[src/rtl/fetch_if.sv]
// Fetch controller bus: PC register, redirect/stall, instruction memory and IF/ID delivery.
// master = fetch_ctrl side, slave = pipeline/memory side.
interface fetch_if #(
  parameter int WIDTH = 32
);
  logic [WIDTH-1:0] pc_q;
  logic [WIDTH-1:0] pc_d;
  logic             pc_freeze;
  logic             branch_taken;
  logic [WIDTH-1:0] branch_addr;
  logic             stall;
  logic             imem_req;
  logic [WIDTH-1:0] imem_addr;
  logic             imem_ack;
  logic [WIDTH-1:0] imem_rdata;
  logic             if_valid;
  logic [WIDTH-1:0] if_instr;
  logic [WIDTH-1:0] if_pc_plus4;

  modport master (
    input  pc_q, branch_taken, branch_addr, stall, imem_ack, imem_rdata,
    output pc_d, pc_freeze, imem_req, imem_addr, if_valid, if_instr, if_pc_plus4
  );

  modport slave (
    output pc_q, branch_taken, branch_addr, stall, imem_ack, imem_rdata,
    input  pc_d, pc_freeze, imem_req, imem_addr, if_valid, if_instr, if_pc_plus4
  );
endinterface

[src/rtl/fetch_ctrl.sv]
// Instruction-fetch controller: next-PC selection, req/ack imem read, one-entry skid
// for decode stalls, and DROP state to retire a read orphaned by a branch redirect.
module fetch_ctrl #(
  parameter int WIDTH = 32
) (
  input  logic   clk,
  input  logic   rst,
  fetch_if.master bus
);

  typedef enum logic [1:0] {FETCH, HOLD, DROP} state_e;

  state_e           state_q, state_d;
  logic [WIDTH-1:0] fa_q, fa_d;
  logic             vld_q, vld_d;
  logic [WIDTH-1:0] instr_q, instr_d;
  logic [WIDTH-1:0] pc4_q, pc4_d;
  logic [WIDTH-1:0] skid_instr_q, skid_instr_d;
  logic [WIDTH-1:0] skid_pc4_q, skid_pc4_d;

  logic [WIDTH-1:0] fa_plus4;
  logic             accept;
  logic             slot_free;

  assign fa_plus4  = fa_q + WIDTH'(4);
  assign accept    = (state_q == FETCH) && bus.imem_ack;
  assign slot_free = ~vld_q | ~bus.stall;

  // State register
  always_ff @(posedge clk) begin
    if (rst) begin
      state_q      <= FETCH;
      fa_q         <= '0;
      vld_q        <= 1'b0;
      instr_q      <= '0;
      pc4_q        <= '0;
      skid_instr_q <= '0;
      skid_pc4_q   <= '0;
    end else begin
      state_q      <= state_d;
      fa_q         <= fa_d;
      vld_q        <= vld_d;
      instr_q      <= instr_d;
      pc4_q        <= pc4_d;
      skid_instr_q <= skid_instr_d;
      skid_pc4_q   <= skid_pc4_d;
    end
  end

  // Next-state and datapath
  always_comb begin
    state_d      = state_q;
    fa_d         = fa_q;
    vld_d        = vld_q;
    instr_d      = instr_q;
    pc4_d        = pc4_q;
    skid_instr_d = skid_instr_q;
    skid_pc4_d   = skid_pc4_q;
    case (state_q)
      FETCH: begin
        if (bus.branch_taken) begin
          vld_d = 1'b0;
          if (bus.imem_ack) fa_d = bus.branch_addr;
          else              state_d = DROP;
        end else if (bus.imem_ack) begin
          fa_d = fa_plus4;
          if (slot_free) begin
            instr_d = bus.imem_rdata;
            pc4_d   = fa_plus4;
            vld_d   = 1'b1;
          end else begin
            skid_instr_d = bus.imem_rdata;
            skid_pc4_d   = fa_plus4;
            state_d      = HOLD;
          end
        end else begin
          vld_d = vld_q & bus.stall;
        end
      end
      HOLD: begin
        if (bus.branch_taken) begin
          vld_d   = 1'b0;
          fa_d    = bus.branch_addr;
          state_d = FETCH;
        end else if (~bus.stall) begin
          instr_d = skid_instr_q;
          pc4_d   = skid_pc4_q;
          vld_d   = 1'b1;
          state_d = FETCH;
        end
      end
      DROP: begin
        // A branch coinciding with the orphan ack wins: pc_q is one redirect behind.
        if (bus.branch_taken) begin
          vld_d = 1'b0;
          if (bus.imem_ack) begin
            fa_d    = bus.branch_addr;
            state_d = FETCH;
          end
        end else begin
          vld_d = vld_q & bus.stall;
          if (bus.imem_ack) begin
            fa_d    = bus.pc_q;
            state_d = FETCH;
          end
        end
      end
      default: state_d = FETCH;
    endcase
  end

  // Outputs
  always_comb begin
    bus.pc_d        = bus.branch_taken ? bus.branch_addr : fa_plus4;
    bus.pc_freeze   = ~(accept | bus.branch_taken);
    bus.imem_req    = (state_q == FETCH) || (state_q == DROP);
    bus.imem_addr   = fa_q;
    bus.if_valid    = vld_q;
    bus.if_instr    = instr_q;
    bus.if_pc_plus4 = pc4_q;
  end

endmodule
[src/flat_wrapper.sv]
// flat-port wrapper written by rule: the top's interface ports become plain ports
module fetch_ctrl_flat 
#(
  parameter int WIDTH = 32
)
  (clk, rst, bus_pc_q, bus_branch_taken, bus_branch_addr, bus_stall, bus_imem_ack, bus_imem_rdata, bus_pc_d, bus_pc_freeze, bus_imem_req, bus_imem_addr, bus_if_valid, bus_if_instr, bus_if_pc_plus4);
  fetch_if #(.WIDTH(WIDTH)) bus_i ();
  input  logic clk;
  input  logic rst;
  input wire logic [$bits(bus_i.pc_q)-1:0] bus_pc_q;
  input wire logic [$bits(bus_i.branch_taken)-1:0] bus_branch_taken;
  input wire logic [$bits(bus_i.branch_addr)-1:0] bus_branch_addr;
  input wire logic [$bits(bus_i.stall)-1:0] bus_stall;
  input wire logic [$bits(bus_i.imem_ack)-1:0] bus_imem_ack;
  input wire logic [$bits(bus_i.imem_rdata)-1:0] bus_imem_rdata;
  output wire logic [$bits(bus_i.pc_d)-1:0] bus_pc_d;
  output wire logic [$bits(bus_i.pc_freeze)-1:0] bus_pc_freeze;
  output wire logic [$bits(bus_i.imem_req)-1:0] bus_imem_req;
  output wire logic [$bits(bus_i.imem_addr)-1:0] bus_imem_addr;
  output wire logic [$bits(bus_i.if_valid)-1:0] bus_if_valid;
  output wire logic [$bits(bus_i.if_instr)-1:0] bus_if_instr;
  output wire logic [$bits(bus_i.if_pc_plus4)-1:0] bus_if_pc_plus4;
  assign bus_i.pc_q = bus_pc_q;
  assign bus_i.branch_taken = bus_branch_taken;
  assign bus_i.branch_addr = bus_branch_addr;
  assign bus_i.stall = bus_stall;
  assign bus_i.imem_ack = bus_imem_ack;
  assign bus_i.imem_rdata = bus_imem_rdata;
  assign bus_pc_d = bus_i.pc_d;
  assign bus_pc_freeze = bus_i.pc_freeze;
  assign bus_imem_req = bus_i.imem_req;
  assign bus_imem_addr = bus_i.imem_addr;
  assign bus_if_valid = bus_i.if_valid;
  assign bus_if_instr = bus_i.if_instr;
  assign bus_if_pc_plus4 = bus_i.if_pc_plus4;
  fetch_ctrl #(.WIDTH(WIDTH)) u_core (.clk(clk), .rst(rst), .bus(bus_i));
endmodule
[config.mk]
export PLATFORM = sky130hd
export DESIGN_NAME = fetch_ctrl_flat
export DESIGN_NICKNAME = d
export VERILOG_FILES = /design/src/rtl/fetch_if.sv /design/src/rtl/fetch_ctrl.sv /design/src/flat_wrapper.sv
export SDC_FILE = /design/constraint.sdc
export NUM_CORES = 1
export LEC_CHECK = 0
export CAP_MARGIN = 20
export CELL_PAD_IN_SITES_DETAIL_PLACEMENT = 0
export CELL_PAD_IN_SITES_GLOBAL_PLACEMENT = 1
export CORE_MARGIN = 2
export CORE_UTILIZATION = 24
export DETAILED_ROUTE_END_ITERATION = 10
export PLACE_DENSITY_LB_ADDON = 0.1
export SYNTH_ARGS = -nofsm -noshare
export SYNTH_HDL_FRONTEND = slang
export SYNTH_SLANG_ARGS = --single-unit
[constraint.sdc]
create_clock -name clk -period 3.7 [get_ports clk]
set_input_delay 0.925 -clock clk [delete_from_list [all_inputs] [get_ports clk]]
set_output_delay 0.925 -clock clk [all_outputs]
set_load 0.005 [all_outputs]
* After elaboration in Yosys (flattened, before gate mapping)
Cells that the tools add are included.
** Word-level totals
- Bits in registers :: 163
- Bits of input ports :: 101
- Logic and storage cells :: 76
** Cells by class
- Add/subtract/negate cells :: 1
- Equality and inequality tests :: 15
- Multiplexer cells :: 35
- Bitwise operators :: 8
- Reductions and logical operators :: 10
** Operators with widths (count)
- 32-bit two-way mux :: 17
- 32-bit case mux with 2 select lines :: 2
- 32-bit case mux with 3 select lines :: 1
- 32-bit by 3-bit adder with 32-bit output, second input constant :: 1
- 3-bit != test, second input constant :: 5
- 2-bit two-way mux :: 7
- 2-bit != test, second input constant :: 6
- 4-bit AND reduction :: 2
- 1-bit two-way mux :: 6
- 2-bit case mux with 3 select lines :: 1
- 6-bit AND reduction :: 1
- 1-bit inverter :: 5
- 5-bit AND reduction :: 1
- 4-bit by 3-bit != test with 1-bit output, second input constant :: 1
- 1-bit case mux with 3 select lines :: 1
- 3-bit AND reduction :: 1
- 3-bit nonzero test :: 1
- 2-bit by 1-bit == test with 1-bit output, second input constant :: 1
- 2-bit == test, second input constant :: 1
- 2-bit zero test :: 1
- 2-bit by 1-bit != test with 1-bit output, second input constant :: 1
- 1-bit OR :: 2
- 2-bit nonzero test :: 1
- 1-bit bitwise AND :: 1
- 2 further kinds :: 2

* Depth between registers and ports, before layout
- Depth in word-level cells :: 6
- Depth in mapped cells :: 10

* Worst setup path after synthesis
No wires, ideal clock.
- Path type :: in2out
- From :: in bus_branch_taken
- To :: out bus_pc_d[0]
- Arrival :: 2.391 ns
- Required time :: 2.775 ns
- Setup slack :: 0.384 ns
- Stages on the path :: 5
- Path buffers :: 4
- Cells stage by stage :: clkbuf_1 -> clkbuf_1 -> clkbuf_1 -> buf_1 -> mux2_2
** Between the ends
- Longest elaborated chain between the ends :: 1
** RTL lines
- start: declaration :: line flat_wrapper.sv:11 : input wire logic [$bits(bus_i.branch_taken)-1:0] bus_branch_taken;
- 32-bit two-way mux :: line fetch_ctrl.sv:114 : bus.pc_d = bus.branch_taken ? bus.branch_addr : fa_plus4;
- end: declaration :: line flat_wrapper.sv:16 : output wire logic [$bits(bus_i.pc_d)-1:0] bus_pc_d;
Every way passes these cells.

* Worst setup path after layout
- From :: reg u_core.fa_q[2], in the netlist u_core.bus.imem_addr[2]
- To :: out bus_pc_d[15]
** Between the ends
- Longest elaborated chain between the ends :: 2
** RTL lines
- start: declaration :: line fetch_ctrl.sv:14 : logic [WIDTH-1:0] fa_q, fa_d;
- start signal: assignment :: line fetch_ctrl.sv:33 : fa_q <= '0;
- start signal: assignment :: line fetch_ctrl.sv:41 : fa_q <= fa_d;
- 32-bit by 3-bit adder with 32-bit output :: line fetch_ctrl.sv:25 : assign fa_plus4 = fa_q + WIDTH'(4);
- 32-bit two-way mux :: line fetch_ctrl.sv:114
Every way passes these cells.

==> results.md <==
* Worst Hold Launch: u_core.bus.if_pc_plus4[4]
* Fmax at approximately 270 MHz
* Sequential Power Share at 35.7%
* Worst reg2reg path endpoint: u_core.bus.imem_addr[19]
* Syn nets at 1,227
* Worst-Margin Slew at 0.7648 ns
* Startpoint types: flip-flop
* Layout Nets at ~1,500
* Vias in the first global route at a little under 9,000
* Cts bufs inserted at 17
* Via count at 9,185
* Router iterations before antenna repair at 5
* Hold Violations, Final at 0
* Clock root buffer: clkbuf_16
* Worst IR drop on VDD at 0.3310 mV
* Mapped Cells at around 1,100
* Reg2Reg Depth at 7
* Routed length per placed instance at 19.86 um
* Worst skew pair latency at 0.43 ns
* Rows at 70
* Starting Density at 24.38%
* Crit path max fanout at 9
* # diodes at 0
* Tmin final at 3.671 ns
* DRT Wirelength at 36.29 mm
* Cell internal pwr at between 3 and 4 mW
* Leak Pwr at 4.406 nW
* Post-synth EDFFs at 0
* Post-synthesis sequential area ratio at 36.56%
* CP delay by family, top: buffers and inverters
* Die Y at about 200 um
* Synth Area per Inst at 7.963 um^2
* Combinational power share at 31.7%
* Pwr Density at 433.6 nW/um^2
* Grt ovf at 0
* Total net switching power at 1.784 mW
* Slowest-stage cell, CP: clkdlybuf4s50_1
* Syn Std Cell Area at 8926 um^2
* Hold endpoint: u_core.bus.if_pc_plus4[4]
* Layout cell share with drive strength beyond 1 at 13.10%
* Routed Antenna Nets at 0
* IO Pins at 232
* First-pass GRT wire length at 54.50 mm
* DRT iter0 DRCs at 495
* Slowest stage delay, CP at 0.51 ns
* Worst endpoint data arrival time at 2.75 ns
* Number of max-cap violations at 0
* RSZ-0062 raised after global routing: true
* Die width at 196.9 um
* Cell chain of the critical path: buf_4 > nand2_2 > or2_2 > nor4_4 > buf_4 > mux2_2 > a21oi_1 > clkdlybuf4s50_1
* Area of the multi-input gates at 5343 um^2
* Endpoint class of the critical path: output port
* FILL cells at 3,870
* CTS tree: done
* Cells after DPL at 1,785
* IO buf count at 231
* WS Path Type: reg2out
* Max-slew headroom at 48.83%
* Clock group share of total power at 32.7%
* Synth warnings at 0
* WP data required at 2.77 ns
* Slew Limit Fails at 0
* DRC at 0
* Initial antenna violation count at 0
* Post-CTS Hold Fix Bufs at 0
* Final setup vio count at 0
* GRT Overall Usage at 18.42%
* Hold path depth at 2
* Hold/Removal Path Class: reg2reg
* Dpl hpwl at 24.65 mm
* R2R Setup Slk at 1.11 ns
* Synth Flop Type: dfxtp_1
* Die Area at between 30,000 and 40,000 um^2
* Worst-path clk slew at 0.06 ns
* Area grow syn2layout at 44.56%
* Cell variety after synth at 67
* WP buf/inv at 3
* Bufs on Longest Clock Path at 2
* Net Sw Frac at 31.88%
* Share of synthesized registers carrying an async set or reset at 0%
* TritonCTS Sinks at about 160
* DR vias/cell at 5.027
* GP Congestion at around 0.8
* Status: finished clean
* Number of synthesized register bits at 163
* FF+latch area at 3276 um^2
* Most frequent CP cell: buf_4
* Post-route clock period utilization at 99.22%
* Max H-tree Level at 4
* Core area at 36,610 um^2
* Non-Filler Instances at approximately 1,800
* Final hold slack at 0.4519 ns
* Origin of the critical flop-to-flop path: u_core.state_q[0]
* Pin count of the biggest net entering global routing at 127
* Clk_skew at 0.01463 ns
power groups by stage:
stage	registers (mW)	clock network, mW	logic (mW)
2_1_floorplan	2.04	0	0.821
4_1_cts	2.00	1.90	1.79
5_1_grt	2.02	1.96	1.93
6_report	2.00	1.83	1.77
3_5_place_dp	2.03	0	1.77
3_3_place_gp	2.03	0	1.77
cells in the mapped netlist, drive strengths merged (13+ instances only):
master  number  area share (%)
nand3       17            0.95
o211ai      24             2.0
a22oi       35             2.9
buf         27             1.6
o22ai       13            0.91
nand3b      20             1.7
nor3        23             1.3
clkbuf      79             3.4
dfxtp      163              37
nor2       124             5.2
a31oi       13            0.91
a211oi      58             4.9
nand2b      17             1.2
o21ai       41             2.3
mux2i       57             6.4
inv         17            0.71
a21oi      100             5.6
xor2        16             1.7
nand2      134             5.6
sequential cells by signal, indices dropped and copies added (netlist names):
| register | flops |
|---|---|
| u_core.bus.if_valid | 1 |
| u_core.bus.if_instr | 32 |
| u_core.bus.if_pc_plus4 | 32 |
| u_core.bus.imem_addr | 32 |
| u_core.state_q | 2 |
| u_core.skid_instr_q | 32 |
| u_core.skid_pc4_q | 32 |
through the flow:
step / setup slack (ns) / power [mW] / util [%] / cell area, um^2 / setup TNS [ns]
global route: -0.09609 / 5.903 / 35.25 / 12900 / -0.1460
CTS: -0.007647 / 5.688 / 34.89 / 12770 / -0.007647
floorplan: 0.3835 / 2.866 / - / 8926 / 0
global placement: 0.1142 / 3.803 / 32.95 / 12060 / 0
finish: 0.02892 / 5.595 / 35.25 / 12900 / 0
detailed placement: 0.1165 / 3.803 / 32.95 / 12060 / 0
cell type report:
class / instances / area share (%)
inverter: 18 / 0.5236
timing repair buffer: 314 / 23.59
sequential: 163 / 25.39
clock buffer: 23 / 3.549
multi-input combinational: 832 / 41.40
tap: 468 / 4.538
clock inverter: 9 / 1.008
how the worst max path moves through the flow:
stage	from	cells past startpoint	endpoint	slack [ns]
after floorplan	bus_branch_taken	5	bus_pc_d[0]	0.38
after detailed placement	u_core.bus.imem_addr[2]	7	bus_pc_d[30]	0.12
after CTS	u_core.bus.imem_addr[2]	8	bus_pc_d[15]	-0.008
after global placement	u_core.bus.imem_addr[2]	7	bus_pc_d[30]	0.11
final	u_core.bus.imem_addr[2]	8	bus_pc_d[15]	0.03
after global routing	u_core.bus.imem_addr[2]	8	bus_pc_d[15]	-0.1
cells in the final DEF (no fill, tap or decap), types with 5 or more instances in the layout:
cell type	netlist	layout
a2bb2oi_1	6	6
dfxtp_1	163	155
xnor2_1	10	8
a311oi_1	5	5
dfxtp_2	0	7
o21ai_0	40	40
nand2_1	134	133
nand2b_1	17	17
a31oi_1	13	13
xor2_1	15	11
a211oi_1	57	56
mux2i_1	57	57
a21oi_1	100	96
nand3_1	17	14
nor3_1	23	22
o211ai_1	24	24
buf_12	0	9
a211o_1	6	6
nand4_1	7	7
nand3b_1	20	20
buf_4	3	72
inv_1	17	17
clkdlybuf4s50_1	0	222
nand4b_1	12	12
xor2_2	1	5
clkbuf_1	77	5
clkbuf_16	0	17
mux2_2	12	12
o22ai_1	13	13
nor2_1	124	121
a22oi_1	35	35
o32ai_1	9	8
or2_2	5	5
per-layer routing:
layer  part of all wire [%]  global-route usage [%]
met5                      0                       0
met4                    1.8                   5.124
met3                    4.2                   3.166
met2                     48                   30.78
met1                     46                   24.40
what timing repair did:
action | in CTS | in global routing
buffers inserted | 5 | 5
pin swaps | 7 | 8
resized for setup | 25 | 24
endpoints found under the setup margin | 12 | 14
logic make-up (layout without fill, tap and decap cells):
| family | Yosys count | count (layout) | synth area share, % |
|---|---|---|---|
| and+or+nand+nor | 392 | 392 | 21.03 |
| AOI/OAI and AO/OA | 340 | 340 | 25.19 |
| DFF | 163 | 163 | 36.56 |
| buffers and inverters | 126 | 364 | 5.985 |
| muxes | 69 | 69 | 7.906 |
| xor gates and xnor gates | 26 | 26 | 2.635 |
| adders and majority gates | 5 | 5 | 0.7009 |
worst reg2reg max path, stage by stage, from the launching register on:
cell       delay (ns)
dfxtp_1          0.42
inv_1            0.09
ha_1             0.34
or2_2            0.39
a211o_1          0.45
buf_12           0.24
a2111oi_0        0.40
a2111oi_0        0.12
No activity file was read; power rests on OpenSTA's default activity.
